$ cat src/rtl/core_task_timer_if.sv
// Dispatcher-side bundle for the multi-channel core task timer.
// The master drives job requests; the slave (timer) returns per-channel status pulses.
interface core_task_timer_if #(
  parameter int NUM_CORES = 4,
  parameter int CNT_W     = 7
);
  logic [NUM_CORES-1:0]       start;
  logic [NUM_CORES*CNT_W-1:0] run_len;
  logic [NUM_CORES-1:0]       auto_mode;
  logic [NUM_CORES-1:0]       abort;
  logic [NUM_CORES-1:0]       busy;
  logic [NUM_CORES-1:0]       done;
  logic [NUM_CORES-1:0]       start_rej;
  logic                       all_done;

  modport master (
    output start, run_len, auto_mode, abort,
    input  busy, done, start_rej, all_done
  );

  modport slave (
    input  start, run_len, auto_mode, abort,
    output busy, done, start_rej, all_done
  );
endinterface

$ cat src/rtl/core_task_timer.sv
// NUM_CORES independent run-length timers. Each channel counts a started job down
// and pulses done on completion, optionally reloading itself for periodic jobs.
module core_task_timer #(
  parameter int NUM_CORES = 4,
  parameter int CNT_W     = 7
) (
  input  logic             clk,
  input  logic             reset,
  core_task_timer_if.slave bus
);

  typedef enum logic {IDLE = 1'b0, RUN = 1'b1} state_e;

  state_e               state_q [NUM_CORES];
  state_e               state_d [NUM_CORES];
  logic [CNT_W-1:0]     cnt_q   [NUM_CORES];
  logic [CNT_W-1:0]     cnt_d   [NUM_CORES];
  logic [CNT_W-1:0]     len_q   [NUM_CORES];
  logic [CNT_W-1:0]     len_d   [NUM_CORES];
  logic [NUM_CORES-1:0] auto_q, auto_d;
  logic [NUM_CORES-1:0] done_q, done_d;
  logic [NUM_CORES-1:0] rej_q, rej_d;
  logic [NUM_CORES-1:0] busy_q, busy_d;
  logic                 all_done_q, all_done_d;

  always_comb begin
    // NOTE: every combinational output gets a default first so no path can infer a latch.
    state_d = state_q;
    cnt_d   = cnt_q;
    len_d   = len_q;
    auto_d  = auto_q;
    done_d  = '0;
    rej_d   = '0;
    busy_q  = '0;
    busy_d  = '0;
    for (int i = 0; i < NUM_CORES; i++) begin
      busy_q[i] = (state_q[i] == RUN);
      case (state_q[i])
        IDLE: begin
          // Abort in IDLE swallows a coincident start.
          if (bus.start[i] && !bus.abort[i]) begin
            state_d[i] = RUN;
            cnt_d[i]   = bus.run_len[i*CNT_W +: CNT_W];
            len_d[i]   = bus.run_len[i*CNT_W +: CNT_W];
            auto_d[i]  = bus.auto_mode[i];
          end
        end
        RUN: begin
          if (bus.abort[i]) begin
            state_d[i] = IDLE;
          end else begin
            rej_d[i] = bus.start[i];
            if (cnt_q[i] == '0) begin
              done_d[i] = 1'b1;
              if (auto_q[i]) cnt_d[i]   = len_q[i];
              else           state_d[i] = IDLE;
            end else begin
              cnt_d[i] = cnt_q[i] - CNT_W'(1);
            end
          end
        end
        default: state_d[i] = IDLE;
      endcase
      busy_d[i] = (state_d[i] == RUN);
    end
    // Only a completion that empties the whole machine counts; abort-only drains do not.
    all_done_d = (|busy_q) && !(|busy_d) && (|done_d);
  end

  always_ff @(posedge clk) begin
    if (reset) begin
      // NOTE: the per-channel arrays are plain flops, so they are reset explicitly.
      for (int i = 0; i < NUM_CORES; i++) begin
        state_q[i] <= IDLE;
        cnt_q[i]   <= '0;
        len_q[i]   <= '0;
      end
      auto_q     <= '0;
      done_q     <= '0;
      rej_q      <= '0;
      all_done_q <= 1'b0;
    end else begin
      // NOTE: non-blocking assignments keep all state updates on the same edge.
      state_q    <= state_d;
      cnt_q      <= cnt_d;
      len_q      <= len_d;
      auto_q     <= auto_d;
      done_q     <= done_d;
      rej_q      <= rej_d;
      all_done_q <= all_done_d;
    end
  end

  assign bus.busy      = busy_q;
  assign bus.done      = done_q;
  assign bus.start_rej = rej_q;
  assign bus.all_done  = all_done_q;

endmodule

$ cat src/flat_wrapper.sv
// flat-port wrapper written by rule: the top's interface ports become plain ports
module core_task_timer_flat 
#(
  parameter int NUM_CORES = 4,
  parameter int CNT_W     = 7
)
  (clk, reset, bus_start, bus_run_len, bus_auto_mode, bus_abort, bus_busy, bus_done, bus_start_rej, bus_all_done);
  core_task_timer_if #(.NUM_CORES(NUM_CORES), .CNT_W(CNT_W)) bus_i ();
  input  logic clk;
  input  logic reset;
  input wire logic [$bits(bus_i.start)-1:0] bus_start;
  input wire logic [$bits(bus_i.run_len)-1:0] bus_run_len;
  input wire logic [$bits(bus_i.auto_mode)-1:0] bus_auto_mode;
  input wire logic [$bits(bus_i.abort)-1:0] bus_abort;
  output wire logic [$bits(bus_i.busy)-1:0] bus_busy;
  output wire logic [$bits(bus_i.done)-1:0] bus_done;
  output wire logic [$bits(bus_i.start_rej)-1:0] bus_start_rej;
  output wire logic [$bits(bus_i.all_done)-1:0] bus_all_done;
  assign bus_i.start = bus_start;
  assign bus_i.run_len = bus_run_len;
  assign bus_i.auto_mode = bus_auto_mode;
  assign bus_i.abort = bus_abort;
  assign bus_busy = bus_i.busy;
  assign bus_done = bus_i.done;
  assign bus_start_rej = bus_i.start_rej;
  assign bus_all_done = bus_i.all_done;
  core_task_timer #(.NUM_CORES(NUM_CORES), .CNT_W(CNT_W)) u_core (.clk(clk), .reset(reset), .bus(bus_i));
endmodule
$ cat config.mk
export PLATFORM = sky130hd
export DESIGN_NAME = core_task_timer_flat
export DESIGN_NICKNAME = d
export VERILOG_FILES = /design/src/rtl/core_task_timer_if.sv /design/src/rtl/core_task_timer.sv /design/src/flat_wrapper.sv
export SDC_FILE = /design/constraint.sdc
export NUM_CORES = 1
export LEC_CHECK = 0
export CAP_MARGIN = 20
export CORE_MARGIN = 2
export CORE_UTILIZATION = 54
export DETAILED_ROUTE_END_ITERATION = 8
export PLACE_DENSITY = 0.84
export SYNTH_ARGS = -nofsm -noshare
export SYNTH_HDL_FRONTEND = slang
export SYNTH_SLANG_ARGS = --single-unit
$ cat constraint.sdc
create_clock -name clk -period 2.7 [get_ports clk]
set_input_delay 0.27 -clock clk [delete_from_list [all_inputs] [get_ports clk]]
set_output_delay 0.27 -clock clk [all_outputs]
set_load 0.02 [all_outputs]
# After elaboration in Yosys (flattened, before gate mapping)
# Cells that the tools add are included.
[classes]
n_reduce_logical = 30
add_sub_neg = 4
n_mux = 52
bitwise = 4
eq_ne = 12
[op_table]
columns = ["op", "n"]
rows = [
  ["$mux 7", 16],
  ["$pmux 7 s2", 4],
  ["$logic_not 7->1", 4],
  ["$mux 1", 28],
  ["$sub 7x1->7 const B", 4],
  ["$ne 3x3->1 const B", 4],
  ["$reduce_and 3->1", 4],
  ["$reduce_or 3->1", 4],
  ["$reduce_or 4->1", 3],
  ["$ne 2x1->1 const B", 4],
  ["$ne 2x2->1 const B", 4],
  ["$pmux 1 s2", 4],
  ["$reduce_and 2->1", 4],
  ["$logic_and 1x1->1", 6],
  ["$logic_not 1->1", 5],
  ["$not 1->1", 4],
]
[word_totals]
out_inout_bits = 13
reg_bits = 73
input_bits = 42
word_cells = 124

# Depth between registers and ports, before layout
[depth]
depth_word = 8
mapped_depth = 8
ltp_nobuf = 6

# Worst setup path after synthesis
# No wires, ideal clock.
[synth_timing]
path_kind = "reg2reg"
startpoint = "register u_core.cnt_q[0] (netlist bit)"
endpoint = "register u_core.all_done_q (netlist: u_core.bus.all_done)"
path_slack_ps = 637
period_less_slack_ps = 2063
setup_ps = 103
arrival_time_ps = 1960
required_ps = 2597
path_stages_with_launch = 9
n_path_buf = 2
path_cell_list = "dfxtp_1 -> inv_1 -> ha_1 -> or3b_1 -> clkbuf_1 -> or2_1 -> clkbuf_1 -> o32a_1 -> a2111oi_2"
[synth_via]
elab_chain_len = 8
word_cells_on_any_way = 12
cone_classes = "6 x mux; 6 x reduce/logical"
[synth_rtl]
columns = ["element", "line_no", "rtl"]
rows = [
  ["start: declaration", "core_task_timer.sv:16", "logic [CNT_W-1:0] cnt_q [NUM_CORES];"],
  ["start signal: assignment", "core_task_timer.sv:85", "cnt_q <= cnt_d;"],
  ["$logic_not 7->1 (*)", "core_task_timer.sv:53", "if (cnt_q[i] == '0) begin"],
  ["$mux 1", "core_task_timer.sv:53", ""],
  ["$mux 1", "core_task_timer.sv:49", "if (bus.abort[i]) begin"],
  ["$pmux 1 s2", "core_task_timer.sv:38", "case (state_q[i])"],
  ["$reduce_or 4->1", "core_task_timer.sv:67", "all_done_d = (|busy_q) && !(|busy_d) && (|done_d);"],
  ["$logic_not 1->1", "core_task_timer.sv:67", ""],
  ["$logic_and 1x1->1", "core_task_timer.sv:67", ""],
  ["$logic_and 1x1->1 (*)", "core_task_timer.sv:67", ""],
  ["end signal: assignment", "core_task_timer.sv:90", "all_done_q <= all_done_d;"],
  ["end: declaration", "core_task_timer.sv:24", "logic all_done_q, all_done_d;"],
]
# Every way passes the cells marked *; elsewhere a longest branch is shown, timed or not.
# A chain may end at the register's enable or synchronous reset.

# Worst setup path after layout
[layout_timing]
startpoint = "register u_core.cnt_q[22] (netlist bit)"
endpoint = "register u_core.all_done_q (netlist: u_core.bus.all_done)"
# Same word-level chain as after synthesis.

==> impl_metrics.csv <==
group,metric,value,unit
status,status,"finished clean",
worst_setup_path,regToRegEndpoint,"u_core.bus.all_done",
worst_setup_path,timing.rr.start,"u_core.cnt_q[22]",
sta,finalCritPeriodShare,0.853,
grt,track_usage,0.237,
flow_run,max-cap-violations,0,
worst_setup_path,path_depth,6,
detailed_routing,drtAntennaViolNets,0,
pwr,vdd_ir_drop_max,419,uV
cts,clock-root-buffer,"clkbuf_8",
cts,cts_hold_buf,0,
logic_synthesis,synth_cell_type_count,54,
worst_setup_path,endpoint,"u_core.bus.all_done",
cts,cts.sinks,73,
logic_synthesis,synth_top_area_cell,"dfxtp_1",
worst_setup_path,cp.arrival,2550,ps
sta,setup_violations,0,
detailed_routing,drt-vias-per-instance,6.11,
sta,layout_min_cycle_time,2300,ps
logic_synthesis,syn_nets,447,
cells_and_area,antenna-diode-count,0,
floorplanning,top_level_ports,55,
detailed_routing,drt_iter0_markers,177,
floorplanning,die_x,85.1,um
placement,port_buffers,54,
worst_setup_path,worst_r2r_path_depth,6,
min_path,whs_path_depth,2,
placement,dpl_worst_slack,438,ps
logic_synthesis,yosys_warnings,0,
logic_synthesis,synth.yosys.seq_area_share,0.412,
floorplanning,die_h,85.1,um
grt,antenna_found_initial,0,
floorplanning,core_area,0.00635,sq mm
cells_and_area,fin_nets,490,
detailed_routing,num_vias,3194,
placement,dp.final_hpwl,5.84,mm
pwr,leakagePower,1.55,nW
cells_and_area,fillers,530,
cts,post_cts_buffers,0,
logic_synthesis,synth-compound-area-share,0.243,
worst_setup_path,required,2950,ps
sta,fin_hold_ws,407,ps
logic_synthesis,synthAdderAreaFrac,0.0141,
sta,setup_tns,0,ps
worst_setup_path,crit_type,"register to register",
logic_synthesis,netlist_instances,401,
grt,grt_pass1_vias,2911,
sta,worst_slack,396,ps
cells_and_area,drive_gt1_frac,0.0673,
worst_setup_path,slowest_stage,"or3_1",
logic_synthesis,synthArstFlopShare,0,
detailed_routing,detail_route.wl_per_cell,16.0,um
detailed_routing,drt_pre_antenna_iters,4,
worst_setup_path,crit_path_start_kind,"register",
cts,cts.path.max_buffers,2,
sta,timing.slew.headroom,0.434,
logic_synthesis,synth_edf_count,0,
min_path,hp-class,"input pin to register",
grt,grt_pass1_wl,13.9,mm
detailed_routing,post-route-drc-count,0,
worst_setup_path,cp-end-kind,"register",
sta,fin_skew,7.04,ps
floorplanning,initial_utilization,0.559,
worst_setup_path,worstPathMaxFanout,7,
cts,cts-htree-levels,3,
logic_synthesis,synth_xor_xnor_area_share,0.0222,
sta,worst_slew_pin_slew,849,ps
cts,cts_inserted_buffers,9,
worst_setup_path,critical_path.max_stage_delay,470,ps
worst_setup_path,path_cells,"inv_1 > ha_1 > nor3b_1 > a41oi_1 > or3_1 > a2111oi_2",
cts,worstSkewPairLatency,340,ps
worst_setup_path,reg2reg_slack,400,ps
detailed_routing,wl,8.36,mm
worst_setup_path,cp_top_family,"simple AND/OR/NAND/NOR gates",
pwr,p_per_area,575,mW/mm^2
logic_synthesis,synth_top_area_frac,0.412,
grt,grt.overflow.total,0,
cts,ctsResizeCount,0,
sta,fmax,434,MHz
floorplanning,die-area,0.00724,sq mm
worst_setup_path,critPathBufInv,1,
logic_synthesis,avgSynthCellArea,8.85,sq um
cts,cts_tree,"yes",
sta,rsz0062_at_grt,"no",
logic_synthesis,synthMuxAreaShare,0.0903,
logic_synthesis,ys.flop_type,"dfxtp_1",
logic_synthesis,synth_seq_cells,73,
logic_synthesis,syn-cell-area,0.00355,sq mm
grt,grt_max_degree,31,
logic_synthesis,synth_top_family_by_area,"compound AO/OA/AOI/OAI gates",
placement,place_congestion,0.901,
cells_and_area,area.growth.synth_to_final,20.7,%
logic_synthesis,synthTopCellsByArea,"dfxtp_1, mux2i_1, nor2_1",
worst_setup_path,critPathLaunch,"u_core.cnt_q[22]",
sta,slew_violations,0,
logic_synthesis,synthSimpleGateAreaFrac,0.169,
sta,hold_violations,0,
cts,path_clk_slew,70,ps
floorplanning,std_cell_rows,29,
## where the power goes
group	internal, mW	switching (mW)
sequential	1.14	0.0636
clock	0.395	0.371
combinational	0.225	0.270
## Yosys cell counts, types with 6 or more instances
| cell type | number |
|---|---|
| o31ai_1 | 6 |
| clkbuf_1 | 23 |
| inv_1 | 15 |
| mux2i_1 | 32 |
| o211ai_1 | 19 |
| a21oi_1 | 32 |
| nor3_1 | 13 |
| or3_1 | 6 |
| o21ai_0 | 29 |
| nor3b_1 | 9 |
| nand2b_1 | 8 |
| a31oi_1 | 8 |
| dfxtp_1 | 73 |
| nor2_1 | 43 |
## worst min path at each step
stage / endpoint / slack (ps) / startpoint
floorplan: u_core.bus.start_rej[2] / 350 / bus_abort[2]
global placement: u_core.cnt_q[13] / 470 / u_core.cnt_q[13]
detailed placement: u_core.cnt_q[13] / 470 / u_core.cnt_q[13]
CTS: u_core.auto_q[3] / 400 / reset
global route: u_core.len_q[20] / 430 / reset
finish: u_core.auto_q[3] / 410 / reset
## registers in the layout, indices dropped and copies added, names as in the netlist
register / flops
u_core.auto_q: 4
u_core.bus.done: 4
u_core.len_q: 28
u_core.bus.start_rej: 4
u_core.bus.all_done: 1
u_core.cnt_q: 28
u_core.bus.busy: 4
## cells by family after synthesis
logic type                 Yosys count
AOI/OAI and AO/OA                  128
xor gates and xnor gates             9
adders and majority gates            4
buffers and inverters               44
DFF                                 73
muxes                               32
and+or+nand+nor                    111
## worst reg2reg max path, cell delays in order (launching register included)
cell	delay (ps)
dfxtp_1	330
inv_1	90
ha_1	190
nor3b_1	420
a41oi_1	390
or3_1	470
a2111oi_2	320
## per-layer routing
layer,GRT usage,part of all wire
met3,0.0603,0.067
met5,0,0
met4,0.0635,0.012
met2,0.394,0.48
met1,0.306,0.44
## placed cells by master, fill, tap and decap left out, types with 2 or more instances in the layout
| cell type | n |
|---|---|
| mux2i_1 | 32 |
| a221oi_1 | 4 |
| o221ai_1 | 2 |
| o31ai_1 | 6 |
| or4_1 | 4 |
| nor3b_1 | 9 |
| or2_1 | 2 |
| clkdlybuf4s50_1 | 53 |
| or3b_1 | 2 |
| clkbuf_8 | 12 |
| o21bai_1 | 5 |
| inv_1 | 15 |
| a31o_2 | 3 |
| a21oi_1 | 32 |
| a31oi_1 | 8 |
| dfxtp_1 | 73 |
| xnor2_1 | 4 |
| buf_4 | 7 |
| o32a_1 | 3 |
| o21ai_1 | 2 |
| nand3_1 | 5 |
| nor2b_1 | 2 |
| nor4_1 | 3 |
| ha_1 | 4 |
| nor4b_1 | 5 |
| o21ai_0 | 29 |
| xor2_1 | 5 |
| or3_1 | 6 |
| o211ai_1 | 19 |
| nor2_1 | 43 |
| or3b_2 | 2 |
| nand2b_1 | 8 |
| and2_1 | 3 |
| nor3_1 | 13 |
## per-stage QoR
step           cell area (sq um)  total power, mW   util  std cells
6_report                    4280             2.46  0.675        523
5_1_grt                     4280             2.58  0.675        523
4_1_cts                     4280             2.47  0.675        523
3_5_place_dp                4120             1.71  0.648        510
3_3_place_gp                4120             1.70  0.648        510
2_1_floorplan               3550             1.56      -        401
## layout make-up
type,count,area (sq um),share of cell area
clock buffers,13,169,0.0394
inverters,15,56.3,0.0131
multi-input cells,284,1910,0.447
flip-flops and latches,73,1460,0.341
well taps,77,96.3,0.0225
repair buffers,61,588,0.137
Power figures use the tool's default switching activity.
